--- config.mk ---
export PLATFORM = sky130hd
export DESIGN_NAME = selector_mode_ctrl_flat
export DESIGN_NICKNAME = d
export VERILOG_FILES = /design/src/rtl/selector_mode_ctrl_if.sv /design/src/rtl/selector_mode_ctrl.sv /design/src/flat_wrapper.sv
export SDC_FILE = /design/constraint.sdc
export NUM_CORES = 1
export LEC_CHECK = 0
export CAP_MARGIN = 20
export CORE_AREA = 2 2 64 66
export DETAILED_ROUTE_END_ITERATION = 8
export DIE_AREA = 0 0 66 68
export PLACE_DENSITY = 0.78
export SLEW_MARGIN = 20
export SYNTH_ARGS = -nofsm -noshare
export SYNTH_HDL_FRONTEND = slang
export SYNTH_SLANG_ARGS = --single-unit
--- constraint.sdc ---
create_clock -name CLK -period 2.9 [get_ports CLK]
set_input_delay 0.58 -clock CLK [delete_from_list [all_inputs] [get_ports CLK]]
set_output_delay 0.58 -clock CLK [all_outputs]
set_load 0.02 [all_outputs]
--- src/rtl/selector_mode_ctrl_if.sv ---
// -----------------------------------------------------------------------------
// selector_mode_ctrl_if
// Signal bundle between the configuration/scan registers (master side) and the
// selector sequencer (slave side). All signals are in the system-clock domain
// except TEG_STROBE, which is a raw tap of the ADC-TEG output clock.
//
// Signals:
//   MODE_REQ        [1:0]   steady mode request: 00 off, 01 DFE, 10 TEG, 11 off
//   TEG_BURST_START         single-cycle burst start pulse
//   BURST_LEN       [CW-1:0] TEG strobes per burst, sampled with the start pulse
//   TEG_STROBE              asynchronous ADC-TEG output clock tap
//   ENABLE_DFE              registered enable to the selector, DFE source
//   ENABLE_ADC_TEG          registered enable to the selector, ADC-TEG source
//   CUR_SEL         [1:0]   enabled source: 00 none, 01 DFE, 10 TEG
//   BUSY                    guard gap in progress or burst active
//   BURST_DONE              one-cycle pulse on burst completion
//   DBG_STATE       [1:0]   sequencer state: 0 IDLE, 1 DFE, 2 TEG, 3 GUARD
//
// Handshake: there is no valid/ready pair. TEG_BURST_START is a one-cycle
// request that is either accepted on the edge it is sampled (no burst active,
// BURST_LEN non-zero) or silently dropped; BUSY tells the master whether a
// request would currently be dropped. BURST_DONE is a one-cycle
// completion pulse with no back-pressure.
// -----------------------------------------------------------------------------
interface selector_mode_ctrl_if #(
    parameter int CW = 12
);
    logic [1:0]    MODE_REQ;
    logic          TEG_BURST_START;
    logic [CW-1:0] BURST_LEN;
    logic          TEG_STROBE;
    logic          ENABLE_DFE;
    logic          ENABLE_ADC_TEG;
    logic [1:0]    CUR_SEL;
    logic          BUSY;
    logic          BURST_DONE;
    logic [1:0]    DBG_STATE;

    modport master (
        output MODE_REQ, TEG_BURST_START, BURST_LEN, TEG_STROBE,
        input  ENABLE_DFE, ENABLE_ADC_TEG, CUR_SEL, BUSY, BURST_DONE, DBG_STATE
    );

    modport slave (
        input  MODE_REQ, TEG_BURST_START, BURST_LEN, TEG_STROBE,
        output ENABLE_DFE, ENABLE_ADC_TEG, CUR_SEL, BUSY, BURST_DONE, DBG_STATE
    );
endinterface

--- src/rtl/selector_mode_ctrl.sv ---
// -----------------------------------------------------------------------------
// selector_mode_ctrl
// Sequences the digital output selector so that ENABLE_DFE and ENABLE_ADC_TEG
// are never high together. Every DFE<->TEG switch passes through a GUARD gap of
// GUARD_CYC cycles with both enables low; switching to or from "off" is
// immediate. Finite ADC-TEG capture bursts override the steady mode request
// and hand back to it automatically when the strobe count completes.
//
// Ports:
//   CLK     system clock, rising edge
//   RST_N   asynchronous active-low reset, synchronous release
//   sel_if  selector_mode_ctrl_if.slave bundle (mode request, burst control,
//           TEG strobe tap, enables, status)
// -----------------------------------------------------------------------------
module selector_mode_ctrl #(
    parameter int GUARD_CYC = 4,
    parameter int CW        = 12
) (
    input  logic                CLK,
    input  logic                RST_N,
    selector_mode_ctrl_if.slave sel_if
);
    // GUARD_CYC-1 is the largest value the guard counter ever holds.
    localparam int GW = (GUARD_CYC > 1) ? $clog2(GUARD_CYC) : 1;

    typedef enum logic [1:0] {
        S_IDLE  = 2'd0,
        S_DFE   = 2'd1,
        S_TEG   = 2'd2,
        S_GUARD = 2'd3
    } state_t;

    state_t        r_state;
    state_t        w_state_nxt;
    state_t        w_target;
    logic [GW-1:0] r_guard_cnt;
    logic [GW-1:0] w_guard_cnt_nxt;

    logic [CW-1:0] r_burst_len;
    logic [CW-1:0] r_burst_cnt;
    logic          r_burst_active;
    logic          r_burst_done;

    logic          r_en_dfe;
    logic          r_en_teg;

    logic          r_stb_s1;
    logic          r_stb_s2;
    logic          r_stb_s3;

    logic          w_tick;
    logic          w_burst_go;
    logic          w_count;
    logic          w_last;

    // -------------------------------------------------------------------------
    // Strobe path: two-flop synchroniser, third flop for rising-edge detect.
    // -------------------------------------------------------------------------
    always_ff @(posedge CLK or negedge RST_N) begin
        if (!RST_N) begin
            r_stb_s1 <= 1'b0;
            r_stb_s2 <= 1'b0;
            r_stb_s3 <= 1'b0;
        end else begin
            r_stb_s1 <= sel_if.TEG_STROBE;
            r_stb_s2 <= r_stb_s1;
            r_stb_s3 <= r_stb_s2;
        end
    end

    assign w_tick = r_stb_s2 & ~r_stb_s3;

    // -------------------------------------------------------------------------
    // Burst control
    // -------------------------------------------------------------------------
    assign w_burst_go = sel_if.TEG_BURST_START & ~r_burst_active &
                        (sel_if.BURST_LEN != '0);
    // Strobes only count once the TEG source is actually driving the selector.
    assign w_count    = w_tick & r_burst_active & (r_state == S_TEG);
    assign w_last     = w_count & ((r_burst_cnt + CW'(1)) == r_burst_len);

    always_ff @(posedge CLK or negedge RST_N) begin
        if (!RST_N) begin
            r_burst_active <= 1'b0;
            r_burst_len    <= '0;
            r_burst_cnt    <= '0;
            r_burst_done   <= 1'b0;
        end else begin
            r_burst_done <= w_last;
            if (w_burst_go) begin
                r_burst_active <= 1'b1;
                r_burst_len    <= sel_if.BURST_LEN;
                r_burst_cnt    <= '0;
            end else if (w_last) begin
                r_burst_active <= 1'b0;
                r_burst_cnt    <= '0;
            end else if (w_count) begin
                r_burst_cnt <= r_burst_cnt + CW'(1);
            end
        end
    end

    // -------------------------------------------------------------------------
    // Target source. The start pulse is folded in so a burst beats a mode
    // change arriving in the same cycle and no transient DFE target appears.
    // -------------------------------------------------------------------------
    always_comb begin
        w_target = S_IDLE;
        if (r_burst_active || w_burst_go) begin
            w_target = S_TEG;
        end else begin
            case (sel_if.MODE_REQ)
                2'b01:   w_target = S_DFE;
                2'b10:   w_target = S_TEG;
                default: w_target = S_IDLE;
            endcase
        end
    end

    // -------------------------------------------------------------------------
    // Sequencer FSM
    // -------------------------------------------------------------------------
    always_comb begin
        w_state_nxt     = r_state;
        w_guard_cnt_nxt = r_guard_cnt;
        case (r_state)
            S_IDLE: begin
                w_state_nxt = w_target;
            end
            S_DFE: begin
                if (w_target == S_IDLE) begin
                    w_state_nxt = S_IDLE;
                end else if (w_target == S_TEG) begin
                    w_state_nxt     = S_GUARD;
                    w_guard_cnt_nxt = GW'(GUARD_CYC - 1);
                end
            end
            S_TEG: begin
                if (w_target == S_IDLE) begin
                    w_state_nxt = S_IDLE;
                end else if (w_target == S_DFE) begin
                    w_state_nxt     = S_GUARD;
                    w_guard_cnt_nxt = GW'(GUARD_CYC - 1);
                end
            end
            S_GUARD: begin
                // Destination is resolved only at expiry; the gap never restarts.
                if (r_guard_cnt == '0) begin
                    w_state_nxt = w_target;
                end else begin
                    w_guard_cnt_nxt = r_guard_cnt - GW'(1);
                end
            end
            default: begin
                w_state_nxt = S_IDLE;
            end
        endcase
    end

    // Enables are decoded from the next state so they flip on the same edge
    // as the state register and stay glitch-free flop outputs.
    always_ff @(posedge CLK or negedge RST_N) begin
        if (!RST_N) begin
            r_state     <= S_IDLE;
            r_guard_cnt <= '0;
            r_en_dfe    <= 1'b0;
            r_en_teg    <= 1'b0;
        end else begin
            r_state     <= w_state_nxt;
            r_guard_cnt <= w_guard_cnt_nxt;
            r_en_dfe    <= (w_state_nxt == S_DFE);
            r_en_teg    <= (w_state_nxt == S_TEG);
        end
    end

    // -------------------------------------------------------------------------
    // Outputs
    // -------------------------------------------------------------------------
    assign sel_if.ENABLE_DFE     = r_en_dfe;
    assign sel_if.ENABLE_ADC_TEG = r_en_teg;
    assign sel_if.CUR_SEL        = {r_en_teg, r_en_dfe};
    assign sel_if.BUSY           = (r_state == S_GUARD) | r_burst_active;
    assign sel_if.BURST_DONE     = r_burst_done;
    assign sel_if.DBG_STATE      = r_state;

endmodule

--- src/flat_wrapper.sv ---
// flat-port wrapper written by rule: the top's interface ports become plain ports
module selector_mode_ctrl_flat 
#(
    parameter int GUARD_CYC = 4,
    parameter int CW        = 12
)
  (CLK, RST_N, sel_if_MODE_REQ, sel_if_TEG_BURST_START, sel_if_BURST_LEN, sel_if_TEG_STROBE, sel_if_ENABLE_DFE, sel_if_ENABLE_ADC_TEG, sel_if_CUR_SEL, sel_if_BUSY, sel_if_BURST_DONE, sel_if_DBG_STATE);
  selector_mode_ctrl_if #(.CW(CW)) sel_if_i ();
  input  logic CLK;
  input  logic RST_N;
  input wire logic [$bits(sel_if_i.MODE_REQ)-1:0] sel_if_MODE_REQ;
  input wire logic [$bits(sel_if_i.TEG_BURST_START)-1:0] sel_if_TEG_BURST_START;
  input wire logic [$bits(sel_if_i.BURST_LEN)-1:0] sel_if_BURST_LEN;
  input wire logic [$bits(sel_if_i.TEG_STROBE)-1:0] sel_if_TEG_STROBE;
  output wire logic [$bits(sel_if_i.ENABLE_DFE)-1:0] sel_if_ENABLE_DFE;
  output wire logic [$bits(sel_if_i.ENABLE_ADC_TEG)-1:0] sel_if_ENABLE_ADC_TEG;
  output wire logic [$bits(sel_if_i.CUR_SEL)-1:0] sel_if_CUR_SEL;
  output wire logic [$bits(sel_if_i.BUSY)-1:0] sel_if_BUSY;
  output wire logic [$bits(sel_if_i.BURST_DONE)-1:0] sel_if_BURST_DONE;
  output wire logic [$bits(sel_if_i.DBG_STATE)-1:0] sel_if_DBG_STATE;
  assign sel_if_i.MODE_REQ = sel_if_MODE_REQ;
  assign sel_if_i.TEG_BURST_START = sel_if_TEG_BURST_START;
  assign sel_if_i.BURST_LEN = sel_if_BURST_LEN;
  assign sel_if_i.TEG_STROBE = sel_if_TEG_STROBE;
  assign sel_if_ENABLE_DFE = sel_if_i.ENABLE_DFE;
  assign sel_if_ENABLE_ADC_TEG = sel_if_i.ENABLE_ADC_TEG;
  assign sel_if_CUR_SEL = sel_if_i.CUR_SEL;
  assign sel_if_BUSY = sel_if_i.BUSY;
  assign sel_if_BURST_DONE = sel_if_i.BURST_DONE;
  assign sel_if_DBG_STATE = sel_if_i.DBG_STATE;
  selector_mode_ctrl #(.GUARD_CYC(GUARD_CYC), .CW(CW)) u_core (.CLK(CLK), .RST_N(RST_N), .sel_if(sel_if_i));
endmodule
==> impl_metrics.yaml <==
status:
  outcome: "finished, final reports clean"
yosys:
  yosysWarnings: 0
  synth_top_area_share_pct: 42.9
  synth.most_common_cell: "dfrtp_1"
  synth_edf_count: 0
  synth_fp_nets: 223
  postSynthAreaPerCell_sq_um: 10.0
  synth_area_leader_cell: "dfrtp_1"
  async_reset_ff_share_pct: 100
  synth_ff_type: "dfrtp_1"
  ys_ff_latch: 35
  yosysSeqAreaShare_pct: 42.9
  yosys-top-cells-count: "dfrtp_1, nand2_1, mux2_2, xnor2_1, nor2_1"
  syn_inst: 203
  synth.distinct_cells: 49
  netlist_area_sq_um: 2040
  yosys-top-cells-area: "dfrtp_1, mux2_2, xnor2_1, xor2_1, nand2_1"
clock_network:
  tritoncts: "done"
  clk_pin_slew_worst_paths_ps: 70
  cts_buffers: 5
  cts_hold_buf: 0
  cts_sinks: 35
  cts_root_buf: "clkbuf_8"
  post_cts_buffers: 0
  post_cts_resized: 0
  cts_max_path_buffers: 2
  clk_latency_ps: 280
  cts-htree-levels: 2
sta:
  setup_viol: 0
  timing.setup.tns_ps: 0
  tightest_slew_ps: 425
  finalCritPeriodShare_pct: 86.9
  report.final.slew_viol_count: 0
  fmax_ghz: 0.397
  final-hold-violation-count: 0
  period_needed_ps: 2520
  hold_ws_ps: 370
  rsz0062_at_grt: "false"
  max-slew-margin-rel_pct: 71.6
  clock_skew_ps: 8.63
global_route:
  grt_pass1_vias: 1437
  grt_pass1_wl_um: 6690
  grt_max_degree: 36
  grt-ovfl-total: 0
  antenna_found_initial: 0
  grt_usage_pct: 19.7
drt:
  dr.pass1.iters: 4
  routedWlPerCell_um: 13.8
  antenna_left: 0
  drcViolationCount: 0
  totalWireLength_um: 3830
  drt_iter0_drc: 88
  via_per_inst: 5.62
  via_count: 1557
cells_and_area:
  area_growth_pct: 18.2
  drive_gt1_share_pct: 14.5
  antenna_cells: 0
  fin_nets: 247
  layout.cells.non_filler: 277
  fin_area_sq_um: 2410
die:
  core_area_sq_um: 3860
  initial_core_util_pct: 52.9
  fp-row-count: 23
  die_h_um: 68
  top_level_ports: 26
  die_area_sq_um: 4490
  die_w_um: 66
place:
  placed_cells: 270
  port_buffers: 25
  hpwlAfterDp_um: 2950
  place_area_sq_um: 2300
  gp_congestion: 0.872
worst_setup_path:
  critPathLaunchType: "flop"
  cp.arrival_ps: 2690
  crit_type: "flop to flop"
  end_kind: "flop"
  crit_fanout: 7
  cp.required_ps: 3070
worst_hold_path:
  min_path_type: "flop to flop"
power_and_ir_drop:
  ir_worst_vdd_v: 0.000418
  p_per_area_nw_per_um2: 831
  p_leak_nw: 1.01
  power_mw: 2.00
flow_run:
  drv_cap: 0
-- per-stage QoR --
| step | setup slack, ps | util (%) |
|---|---|---|
| after global routing | 113 | 62.5 |
| after floorplan | 707 | - |
| final | 380 | 62.5 |
| after global placement | 290 | 59.8 |
| after CTS | 403 | 62.5 |
| after detailed placement | 113 | 59.8 |
-- cells in the final DEF, fill, tap and decap left out, drive strengths merged, types with 3 or more instances in the layout --
cell type	instances
nand4	4
nor2	11
dfrtp	35
inv	7
nand3b	3
a211oi	3
xnor2	12
nor3	5
nor2b	5
nand2b	4
nor4	4
and2	3
and3	5
a21o	3
o21ai	7
nand3	8
nand2	17
xor2	8
a21oi	4
clkbuf	5
buf	5
mux2	12
clkdlybuf4s50	25
-- flip-flops by register name, indices dropped and copies added, names as in the netlist --
register and count:
u_core.sel_if.ENABLE_ADC_TEG 1, u_core.r_burst_len 12, u_core.r_burst_active 1, u_core.sel_if.DBG_STATE 2
u_core.r_burst_cnt 12, u_core.sel_if.ENABLE_DFE 1, u_core.r_stb_s2 1, u_core.r_stb_s1 1
u_core.r_guard_cnt 2, u_core.r_stb_s3 1, u_core.sel_if.BURST_DONE 1
-- logic make-up (layout without fill, tap and decap cells) --
kind of cell	after synthesis	in the layout	share of synthesized area [%]
and+or+nand+nor	76	76	21.2
muxes	13	13	7.12
buffers and inverters	20	44	5.46
adders and majority gates	2	2	1.23
xor gates and xnor gates	20	20	8.96
DFF	35	35	42.9
AOI/OAI and AO/OA	37	37	13.1
-- per-layer routing --
metal | vias to the layer above | global-route usage, % | share of wire [%]
met2 | 43 | 30.8 | 47
met1 | 737 | 27.2 | 47
met3 | 4 | 5.10 | 4.8
met4 | 0 | 6.12 | 0.99
met5 | - | 0 | 0
li1 | 773 | - | -
-- final timing paths --
kind                                                   start  cells past startpoint  slack (ps)                                endpoint
min                                u_core.r_stb_s1$_DFF_PN0_                      0         370               u_core.r_stb_s2$_DFF_PN0_
max in group asynchronous                              RST_N                      2        1890  u_core.sel_if.ENABLE_ADC_TEG$_DFF_PN0_
max reg2reg                u_core.r_burst_cnt[0]$_DFFE_PN0P_                      8         380      u_core.r_burst_cnt[11]$_DFFE_PN0P_
min in group asynchronous                              RST_N                      2         710       u_core.r_burst_cnt[4]$_DFFE_PN0P_
max                        u_core.r_burst_cnt[0]$_DFFE_PN0P_                      8         380      u_core.r_burst_cnt[11]$_DFFE_PN0P_
min reg2reg                        u_core.r_stb_s1$_DFF_PN0_                      0         370               u_core.r_stb_s2$_DFF_PN0_
-- cell type report --
type / count / area (sq um)
Fill cell: 325 / 1450
Multi-Input combinational cell: 148 / 1050
Sequential cell: 35 / 876
Timing Repair Buffer: 30 / 288
Clock buffer: 5 / 68.8
Tap cell: 50 / 62.6
Clock inverter: 2 / 37.5
Inverter: 7 / 26.3
-- worst max-delay path, cell delays in order (launching register included) --
cell and delay, ps:
dfrtp_1 450, ha_1 330, and3_1 230, nand3_1 140
xnor2_1 240, o2111ai_1 160, nor4b_2 360, nor2_1 170
a221o_1 340
-- where the power goes --
group          switching, mW  internal [mW]
clock network          0.165          0.251
registers              0.198          0.639
logic                  0.348          0.402
(Power assumes the default switching activity.)
